===== config.mk =====
export PLATFORM = sky130hd
export DESIGN_NAME = cursor_xy_flat
export DESIGN_NICKNAME = d
export VERILOG_FILES = /design/src/rtl/cursor_xy_if.sv /design/src/rtl/cursor_xy.sv /design/src/flat_wrapper.sv
export SDC_FILE = /design/constraint.sdc
export NUM_CORES = 1
export LEC_CHECK = 0
export ABC_AREA = 1
export CORE_UTILIZATION = 43
export DETAILED_ROUTE_END_ITERATION = 8
export PLACE_DENSITY = 0.87
export SYNTH_ARGS = -nofsm -noshare
export SYNTH_HDL_FRONTEND = slang
export SYNTH_SLANG_ARGS = --single-unit

===== constraint.sdc =====
create_clock -name clk -period 2.1 [get_ports clk]
set_input_delay 0.315 -clock clk [delete_from_list [all_inputs] [get_ports clk]]
set_output_delay 0.315 -clock clk [all_outputs]
set_load 0.005 [all_outputs]

===== src/rtl/cursor_xy_if.sv =====
// -----------------------------------------------------------------------------
// cursor_xy_if
//   Bundle of the control and status signals exchanged between the button /
//   debounce logic (master) and the cursor_xy position counter (slave).
//   Widths follow the row/col extents so the same interface parameters must
//   be used on both sides.
//
//   Ports (signals):
//     fire      step request (level; rising edge = one step)
//     row_en    step applies to the row axis
//     col_en    step applies to the col axis
//     add_n     0 = increment, 1 = decrement
//     load      synchronous load of load_row / load_col
//     load_row  row value to load
//     load_col  col value to load
//     row/col   current position (registered)
//     row_hot   one-hot decode of row
//     col_hot   one-hot decode of col
//     moved     1-cycle pulse: an axis changed value
//     limit     1-cycle pulse: saturating step blocked at an end
// -----------------------------------------------------------------------------
interface cursor_xy_if #(
    parameter int NUM_ROWS = 4,
    parameter int NUM_COLS = 4
);
    localparam int RW = $clog2(NUM_ROWS);
    localparam int CW = $clog2(NUM_COLS);

    logic                fire;
    logic                row_en;
    logic                col_en;
    logic                add_n;
    logic                load;
    logic [RW-1:0]       load_row;
    logic [CW-1:0]       load_col;
    logic [RW-1:0]       row;
    logic [CW-1:0]       col;
    logic [NUM_ROWS-1:0] row_hot;
    logic [NUM_COLS-1:0] col_hot;
    logic                moved;
    logic                limit;

    modport master (
        output fire, row_en, col_en, add_n, load, load_row, load_col,
        input  row, col, row_hot, col_hot, moved, limit
    );

    modport slave (
        input  fire, row_en, col_en, add_n, load, load_row, load_col,
        output row, col, row_hot, col_hot, moved, limit
    );
endinterface


===== src/rtl/cursor_xy.sv =====
// -----------------------------------------------------------------------------
// cursor_xy
//   Two-axis cursor position counter feeding the VDC select lines. Each axis
//   counts over an arbitrary extent 0..NUM_x-1 and either wraps or saturates.
//   A rising edge of fire produces one step; with REPEAT_DLY > 0 a held fire
//   also produces repeat steps (first after REPEAT_DLY cycles, then every
//   REPEAT_PER cycles). load overrides stepping and clamps out-of-range values.
//
//   Ports:
//     clk    system clock, rising edge
//     rst_n  asynchronous reset, active low
//     bus    cursor_xy_if.slave: step/load controls in, position/status out
// -----------------------------------------------------------------------------
module cursor_xy #(
    parameter int NUM_ROWS   = 4,
    parameter int NUM_COLS   = 4,
    parameter int RST_ROW    = 0,
    parameter int RST_COL    = 0,
    parameter int WRAP       = 1,
    parameter int REPEAT_DLY = 0,
    parameter int REPEAT_PER = 4
) (
    input  logic       clk,
    input  logic       rst_n,
    cursor_xy_if.slave bus
);
    localparam int RW = $clog2(NUM_ROWS);
    localparam int CW = $clog2(NUM_COLS);

    localparam logic [RW-1:0] ROW_MAX = RW'(NUM_ROWS - 1);
    localparam logic [CW-1:0] COL_MAX = CW'(NUM_COLS - 1);
    localparam logic [RW-1:0] ROW_RST = RW'(RST_ROW);
    localparam logic [CW-1:0] COL_RST = CW'(RST_COL);

    logic [RW-1:0] row_q, row_n, row_ld;
    logic [CW-1:0] col_q, col_n, col_ld;
    logic          fire_ff;
    logic          moved_q, moved_n;
    logic          limit_q, limit_n;
    logic          rise;
    logic          rpt_tick;
    logic          step;

    assign rise = bus.fire & ~fire_ff;
    assign step = rise | rpt_tick;

    // Hold-to-repeat timer. It restarts on every rising edge and whenever fire
    // drops; rpt_on selects between the initial delay and the repeat period.
    generate
        if (REPEAT_DLY > 0) begin : g_repeat
            localparam int RPT_MAX = (REPEAT_DLY > REPEAT_PER) ? REPEAT_DLY : REPEAT_PER;
            localparam int RPW     = $clog2(RPT_MAX + 1);

            logic [RPW-1:0] rpt_cnt;
            logic [RPW-1:0] cnt_inc;
            logic           rpt_on;
            logic           held;

            // fire & fire_ff: fire is high and this is not its rising edge.
            assign held     = bus.fire & fire_ff;
            assign cnt_inc  = rpt_cnt + RPW'(1);
            assign rpt_tick = held &
                (cnt_inc == (rpt_on ? RPW'(REPEAT_PER) : RPW'(REPEAT_DLY)));

            // NOTE: sequential state uses non-blocking assignments so every
            // register samples the pre-edge values of the others.
            always_ff @(posedge clk or negedge rst_n) begin
                if (!rst_n) begin
                    rpt_cnt <= '0;
                    rpt_on  <= 1'b0;
                end else if (!held) begin
                    rpt_cnt <= '0;
                    rpt_on  <= 1'b0;
                end else if (rpt_tick) begin
                    rpt_cnt <= '0;
                    rpt_on  <= 1'b1;
                end else begin
                    rpt_cnt <= cnt_inc;
                end
            end
        end else begin : g_no_repeat
            assign rpt_tick = 1'b0;
        end
    endgenerate

    // Load clamping; a power-of-two extent cannot be exceeded, so no compare.
    generate
        if (NUM_ROWS == (1 << RW)) begin : g_row_noclamp
            assign row_ld = bus.load_row;
        end else begin : g_row_clamp
            assign row_ld = (bus.load_row > ROW_MAX) ? ROW_MAX : bus.load_row;
        end
        if (NUM_COLS == (1 << CW)) begin : g_col_noclamp
            assign col_ld = bus.load_col;
        end else begin : g_col_clamp
            assign col_ld = (bus.load_col > COL_MAX) ? COL_MAX : bus.load_col;
        end
    endgenerate

    always_comb begin
        // NOTE: every output of this block gets a default first, so no path
        // leaves a signal unassigned and no latch is inferred.
        row_n   = row_q;
        col_n   = col_q;
        moved_n = 1'b0;
        limit_n = 1'b0;

        if (bus.load) begin
            row_n   = row_ld;
            col_n   = col_ld;
            moved_n = (row_ld != row_q) | (col_ld != col_q);
        end else if (step) begin
            // Ends are detected by explicit compare, never by counter overflow.
            if (bus.row_en) begin
                if (!bus.add_n) begin
                    if (row_q != ROW_MAX) row_n = row_q + RW'(1);
                    else if (WRAP != 0)   row_n = '0;
                    else                  limit_n = 1'b1;
                end else begin
                    if (row_q != '0)      row_n = row_q - RW'(1);
                    else if (WRAP != 0)   row_n = ROW_MAX;
                    else                  limit_n = 1'b1;
                end
            end
            if (bus.col_en) begin
                if (!bus.add_n) begin
                    if (col_q != COL_MAX) col_n = col_q + CW'(1);
                    else if (WRAP != 0)   col_n = '0;
                    else                  limit_n = 1'b1;
                end else begin
                    if (col_q != '0)      col_n = col_q - CW'(1);
                    else if (WRAP != 0)   col_n = COL_MAX;
                    else                  limit_n = 1'b1;
                end
            end
            moved_n = (row_n != row_q) | (col_n != col_q);
        end
    end

    // NOTE: only a handful of flops here, all with async reset; there is no
    // storage array that would need to be left unreset.
    always_ff @(posedge clk or negedge rst_n) begin
        if (!rst_n) begin
            row_q   <= ROW_RST;
            col_q   <= COL_RST;
            fire_ff <= 1'b0;
            moved_q <= 1'b0;
            limit_q <= 1'b0;
        end else begin
            row_q   <= row_n;
            col_q   <= col_n;
            fire_ff <= bus.fire;
            moved_q <= moved_n;
            limit_q <= limit_n;
        end
    end

    assign bus.row     = row_q;
    assign bus.col     = col_q;
    assign bus.row_hot = NUM_ROWS'(1) << row_q;
    assign bus.col_hot = NUM_COLS'(1) << col_q;
    assign bus.moved   = moved_q;
    assign bus.limit   = limit_q;
endmodule


===== src/flat_wrapper.sv =====
// flat-port wrapper written by rule: the top's interface ports become plain ports
module cursor_xy_flat 
#(
    parameter int NUM_ROWS   = 4,
    parameter int NUM_COLS   = 4,
    parameter int RST_ROW    = 0,
    parameter int RST_COL    = 0,
    parameter int WRAP       = 1,
    parameter int REPEAT_DLY = 0,
    parameter int REPEAT_PER = 4
)
  (clk, rst_n, bus_fire, bus_row_en, bus_col_en, bus_add_n, bus_load, bus_load_row, bus_load_col, bus_row, bus_col, bus_row_hot, bus_col_hot, bus_moved, bus_limit);
  cursor_xy_if #(.NUM_ROWS(NUM_ROWS), .NUM_COLS(NUM_COLS)) bus_i ();
  input  logic clk;
  input  logic rst_n;
  input wire logic [$bits(bus_i.fire)-1:0] bus_fire;
  input wire logic [$bits(bus_i.row_en)-1:0] bus_row_en;
  input wire logic [$bits(bus_i.col_en)-1:0] bus_col_en;
  input wire logic [$bits(bus_i.add_n)-1:0] bus_add_n;
  input wire logic [$bits(bus_i.load)-1:0] bus_load;
  input wire logic [$bits(bus_i.load_row)-1:0] bus_load_row;
  input wire logic [$bits(bus_i.load_col)-1:0] bus_load_col;
  output wire logic [$bits(bus_i.row)-1:0] bus_row;
  output wire logic [$bits(bus_i.col)-1:0] bus_col;
  output wire logic [$bits(bus_i.row_hot)-1:0] bus_row_hot;
  output wire logic [$bits(bus_i.col_hot)-1:0] bus_col_hot;
  output wire logic [$bits(bus_i.moved)-1:0] bus_moved;
  output wire logic [$bits(bus_i.limit)-1:0] bus_limit;
  assign bus_i.fire = bus_fire;
  assign bus_i.row_en = bus_row_en;
  assign bus_i.col_en = bus_col_en;
  assign bus_i.add_n = bus_add_n;
  assign bus_i.load = bus_load;
  assign bus_i.load_row = bus_load_row;
  assign bus_i.load_col = bus_load_col;
  assign bus_row = bus_i.row;
  assign bus_col = bus_i.col;
  assign bus_row_hot = bus_i.row_hot;
  assign bus_col_hot = bus_i.col_hot;
  assign bus_moved = bus_i.moved;
  assign bus_limit = bus_i.limit;
  cursor_xy #(.NUM_ROWS(NUM_ROWS), .NUM_COLS(NUM_COLS), .RST_ROW(RST_ROW), .RST_COL(RST_COL), .WRAP(WRAP), .REPEAT_DLY(REPEAT_DLY), .REPEAT_PER(REPEAT_PER)) u_core (.clk(clk), .rst_n(rst_n), .bus(bus_i));
endmodule

==> results.md, run 1 <==
* Max frequency at around 0.54 GHz
* Root Buffer: clkbuf_4
* Worst Reg-to-Reg Cells at 10
* Largest family of logic cells by synthesized area: simple AND/OR/NAND/NOR gates
* Tightest hold margin at 306 ps
* Chip width at 38.2 um
* VDD IR max at 340 uV
* Routed WL at 1390 um
* Hold Vio Cnt, Final at 0
* Post-route cell area at 827 sq um
* Outcome: finished, final reports clean
* Largest net degree at the start of global routing at 10
* Mapped Area at 564 sq um
* PwrDens at about 540 nW/um^2
* FILL cells at 98
* GRT overflow at 0
* Crit path kind: reg -> out
* CTS buffer count at 3
* Ports at 25
* CTS hold repair buffers at 0
* Multi-input logic area at 354 sq um
* Cell variety after synth at 20
* Postcts setup bufs at 0
* FP Rows at 12
* Share of the synthesized area in the top cell type at a little over a quarter
* Worst Hold Class: in -> async
* Clk_lat worst skew at 250 ps
* Reg area at 150 sq um
* Htree depth at 1
* Antenna diode count at 0
* Die ar. at 1460 sq um
* Vias/cell at 4.91
* DRC at 0
* Adder-Cell Fraction of Synth Area at about 18%
* Setup slack, reg-to-reg at approximately 500 ps
* Sequential area share after synthesis at between 20% and 30%
* Fin crit period at around 1900 ps
* Core area at 1160 sq um
* Cells after Synth at 75
* Post-Syn Area per Cell at 7.52 sq um
* Number of synthesized flops with an enable pin at 0
* Cells along the critical path: ha_1, clkdlybuf4s50_1
* Data required, critical path at approximately 1800 ps
* Tcrit/Tclk final at 89.0%
* Crit Reg-Reg Startpoint: u_core.bus.col[0]$_DFFE_PN0P_
* Top-count cell post-synth: nand2_1
* Setup tns final at 0 ps
* Syn-to-layout area delta at 46.6%
* XOR/XNOR Fraction of Synth Area at 7.76%
* Simple-gate area share of the yosys netlist at 21.7%
* Number of synthesized register bits at 6
* Mux contribution to synthesized area at 0%
* Unrepaired setup endpoints after global routing: no
* Worst Setup SP: u_core.bus.col[0]$_DFFE_PN0P_
* Resized cells post-CTS at 0
* Initial core utilization at 48.8%
* MaxCap Viol Count at 0
* Synth warn at 0
* Vias in the first global route at approximately 520
* Post-Syn Nets at 94
* CP endpoint: bus_col_hot[3]
* Final setup viols at 0
* First-iteration detailed-routing DRC count at 17
* CP peak stage delay at 520 ps
* Fraction of registers with async set/reset at 100%
* Port buffer count at 23
* Initial antenna violation count at 0
* HPWL Detailed at ~1100 um
* Clk sinks at 6
* Primary FF master, synth: dfrtp_1
* Total Routing Usage GR at between 20% and 30%
* Layout cells sized above 1 at approximately 9.0%
* Final Total Pwr at 447 uW
* Clk buf depth at 2
* Placer congestion estimate at 0.757
* Startpoint types: register
* Crit path DAT at approximately 1600 ps
* Fin nets at 121
* Pre-antenna DRT Iters at 4
* Detail Route Antenna Nets at 0
* DR WL/cell at 12.2 um
* Slowest cell on the critical path: dfrtp_1
* Critical path capture point type: primary output
* DIE HEIGHT at between 30 and 40 um
* Pleak at 0.000407 uW
* TritonCTS clock tree: done
* First-pass GRT wire length at 2190 um
* Via count at 560
* Worst-path clk slew at 50 ps
* Worst r2r dst: u_core.bus.moved$_DFF_PN0_
* DP Area at 805 sq um
* Synth Area in Compound Gates at between 10 and 15%
* Synth area leaders: dfrtp_1 (27%), ha_1 (18%), nand2_1 (10%)
* Clock skew at 7.23 ps
* Area leader, netlist: dfrtp_1
* Crit Path Max Fanout at 9
* Final core utilization at 71.5%
* Slew Limit Fails at 0
* Post-synth top cells: nand2_1 (15), inv_1 (13), ha_1 (8), o21ai_0 (8), dfrtp_1 (6)
flip-flops by register name, indices dropped and copies added (netlist names):
signal            flops
u_core.bus.col        2
u_core.bus.row        2
u_core.bus.moved      1
u_core.fire_ff        1
critical path: cells and delay by family (launching register included):
family / cells / cell delay (ps)
adders and majority gates: 1 / 260
buffers and inverters: 1 / 520
DFF: 1 / 520
how the worst min path moves through the flow:
stage,endpoint,start,cells past startpoint
5_1_grt,u_core.bus.row[0]$_DFFE_PN0P_,rst_n,1
3_3_place_gp,u_core.bus.row[0]$_DFFE_PN0P_,u_core.fire_ff$_DFF_PN0_,3
6_report,u_core.bus.row[0]$_DFFE_PN0P_,rst_n,1
3_5_place_dp,u_core.bus.row[0]$_DFFE_PN0P_,u_core.fire_ff$_DFF_PN0_,3
4_1_cts,u_core.bus.row[0]$_DFFE_PN0P_,rst_n,1
2_1_floorplan,u_core.bus.col[0]$_DFFE_PN0P_,rst_n,0
cell families (layout without fill, tap and decap cells):
| logic type | Yosys count | count (layout) |
|---|---|---|
| AND/OR/NAND/NOR | 26 | 26 |
| buffers and inverters | 15 | 40 |
| AO/OA/AOI/OAI | 14 | 14 |
| adder cells (fa/ha/maj) | 8 | 8 |
| flip-flops | 6 | 6 |
| XOR/XNOR | 5 | 5 |
| other | 1 | 1 |
report_power, final:
group,internal (uW),switching [uW]
registers,127,18.7
logic,106,84.6
clock network,64.9,45.9
total,298,149
layer usage:
| metal | track usage, % | vias up | wire length, um |
|---|---|---|---|
| li1 | - | 289 | - |
| met4 | 10.7 | 0 | 21 |
| met2 | 40.7 | 25 | 635 |
| met1 | 24.3 | 242 | 623 |
| met5 | 0 | - | 0 |
| met3 | 4.07 | 4 | 109 |
cell usage in the layout, fill, tap and decap left out:
master,netlist,final
o21a_1,1,1
nor2_2,1,1
inv_2,1,1
a31oi_1,1,1
o211ai_1,1,1
nand4_1,2,2
nand3_2,1,1
conb_1,1,1
o21ai_0,8,8
nand2_1,15,15
nor2_1,1,1
dfrtp_1,6,6
o21bai_1,3,3
nand3_1,3,3
nand2_2,3,3
inv_1,13,13
clkbuf_4,0,3
ha_1,8,8
clkdlybuf4s50_1,0,23
xor2_1,2,2
xnor2_1,3,3
area by class of cell:
cell class / instances / area share, %
Sequential cell: 6 / 18.2
Timing Repair Buffer: 23 / 27.8
Clock buffer: 3 / 2.72
Multi-Input combinational cell: 54 / 42.8
Inverter: 14 / 6.35
Tap cell: 14 / 2.12
metrics by stage:
| step | setup slack (ps) | std cells |
|---|---|---|
| CTS | 239 | 114 |
| floorplan | 682 | 75 |
| detailed placement | 515 | 111 |
| global route | 170 | 114 |
| finish | 231 | 114 |
| global placement | 535 | 111 |
Power figures use the tool's default switching activity.
==> run 2, diff against run 1 <==
--- a/config.mk
+++ b/config.mk
@@ -6,7 +6,10 @@
 export NUM_CORES = 1
 export LEC_CHECK = 0
 export ABC_AREA = 1
-export CORE_UTILIZATION = 43
+export CAP_MARGIN = 5
+export CELL_PAD_IN_SITES_DETAIL_PLACEMENT = 1
+export CELL_PAD_IN_SITES_GLOBAL_PLACEMENT = 1
+export CORE_UTILIZATION = 30
 export DETAILED_ROUTE_END_ITERATION = 8
 export PLACE_DENSITY = 0.87
 export SYNTH_ARGS = -nofsm -noshare
==> results.md, run 2 (synthesis gave the netlist of run 1 again) <==
* Critical path capture point type: primary output
* DR top layer: met4
* Fin nets at 121 (unchanged)
* GRT overflow at 0 (unchanged)
* Crit path kind: reg -> out
* Core area at 1750 sq um (+51%)
* Worst path top cell family by delay: buffers and inverters
* Root Buffer: clkbuf_4
* Resized cells post-CTS at 0 (unchanged)
* Tightest hold margin at 314 ps (+7.97 ps)
* Pre-antenna DRT Iters at 1 (-3)
* Worst-path clk slew at 50 ps (about the same)
* Met1 WL at 659 um (+5.8%)
* First-iteration detailed-routing DRC count at 0 (-17)
* Die ar. at 2060 sq um (+41%)
* DRC at 0 (unchanged)
* Most frequent cells in the layout: clkdlybuf4s50_1 (23), nand2_1 (15), inv_1 (13)
* Htree depth at 1 (unchanged)
* Crit path DAT at 1560 ps (about the same)
* Crit Path Max Fanout at 7 (-2)
* Initial antenna violation count at 0 (unchanged)
* CTS hold repair buffers at 0 (unchanged)
* TritonCTS clock tree: done
* Initial core utilization at 32.3% (-16 points)
* Clk buf depth at 2 (unchanged)
* Layout cells sized above 1 at 9.00% (unchanged)
* DIE HEIGHT at 45.4 um (+19%)
* VDD IR max at 207 uV (-39%)
* Final setup viols at 0 (unchanged)
* Unrepaired setup endpoints after global routing: no
* Tcrit/Tclk final at 89.5% (+0.49 points)
* Port buffer count at 23 (unchanged)
* Clk_lat worst skew at 250 ps (about the same)
* Vias/cell at 4.64 (-5.5%)
* Clock skew at 2.93 ps (-4.31 ps)
* Detailed route wirelength on metal2 at 741 um (+17%)
* MaxCap Viol Count at 0 (unchanged)
* Met3 routed WL at 110 um (+0.92%)
* Data required, critical path at 1780 ps (about the same)
* Hold Vio Cnt, Final at 0 (unchanged)
* Pleak at 0.000407 uW (unchanged)
* CP Depth at 3 (+1)
* CTS buffer count at 3 (unchanged)
* Buf+Inv Stages, Crit Path at 2 (+1)
* Final Total Pwr at 445 uW (-0.47%)
* Slowest cell on the critical path: clkdlybuf4s50_1
* Slew Limit Fails at 0 (unchanged)
* Outcome: finished, final reports clean
* Syn-to-layout area delta at 49.0%
* Setup tns final at 0 ps (unchanged)
* Max frequency at 0.532 GHz (-0.55%)
* Via count at 580 (+3.6%)
* FILL cells at 226 (+130%)
* Routed WL at 1540 um (+11%)
* Reg area at 150 sq um (unchanged)
* Clk sinks at 6 (unchanged)
* Postcts setup bufs at 0 (unchanged)
* Detail Route Antenna Nets at 0 (unchanged)
* PwrDens at 529 nW/um^2 (-2.1%)
* Most common cell after layout, fill and taps aside: clkdlybuf4s50_1
* Fin crit period at 1880 ps (+10.3 ps)
* First-pass GRT wire length at 2440 um (+11%)
* Cells along the critical path: inv_1, ha_1, clkdlybuf4s50_1
* HPWL Detailed at 1290 um (+16%)
* Total Routing Usage GR at 16.8% (-5.5 points)
* Vias in the first global route at 581 (+11%)
* Placer congestion estimate at 0.807 (+6.6%)
* Ports at 25 (unchanged)
* Worst Hold Class: in -> async
* Worst Reg-to-Reg Cells at 11 (+1)
* Multi-input logic area at 354 sq um (unchanged)
* Startpoint types: register
* Largest net degree at the start of global routing at 10 (unchanged)
* DR WL/cell at 12.3 um (+0.91%)
* Antenna diode count at 0 (unchanged)
* FP Rows at 15 (+3)
* Chip width at 45.4 um (+19%)
* CP peak stage delay at 500 ps (-20 ps)
[run 2: through the flow]
stage | setup slack [ps] | cell area [sq um] | util (%) | instances
2_1_floorplan | 682 | 564 | - | 75
3_3_place_gp | 527 | 818 | 46.9 | 122
3_5_place_dp | 480 | 818 | 46.9 | 122
4_1_cts | 200 | 841 | 48.2 | 125
5_1_grt | 167 | 841 | 48.2 | 125
6_report | 221 | 841 | 48.2 | 125
[run 2: final cells by class]
cell class	instances	share of cell area, %
Multi-Input combinational cell	54	42.1
Timing Repair Buffer	23	27.4
Sequential cell	6	17.9
Inverter	14	6.25
Tap cell	25	3.72
Clock buffer	3	2.68
[run 2: final timing paths]
kind | from | endpoint | slack [ps]
setup / recovery | u_core.bus.col[1]$_DFFE_PN0P_ | bus_col_hot[0] | 220
hold / removal | rst_n | u_core.fire_ff$_DFF_PN0_ | 310
setup reg to reg | u_core.bus.col[1]$_DFFE_PN0P_ | u_core.bus.moved$_DFF_PN0_ | 540
hold reg to reg | u_core.fire_ff$_DFF_PN0_ | u_core.bus.row[0]$_DFFE_PN0P_ | 610
max in group asynchronous | rst_n | u_core.bus.col[1]$_DFFE_PN0P_ | 1560
min in group clk | bus_fire | u_core.fire_ff$_DFF_PN0_ | 610
[run 2: routing by layer]
layer  vias up  track usage, %
li1        285               -
met1       271            17.6
met2        20            31.9
met3         4            3.57
met4         0            7.27
met5         -               0
[run 2: where the power goes]
group,internal (uW),switching [uW]
sequential,127,19.2
combinational,105,83.0
clock,64.9,45.1
[run 2: worst register-to-register path, stage by stage, from the launching register on]
cell and delay (ps):
dfrtp_1 480, inv_1 140, ha_1 320, inv_1 50, nand2_2 70, nand2_2 50
nand3_2 60, nand2_2 50, nor2_2 70, nand2_1 60, nand2_1 60, nand2_1 40
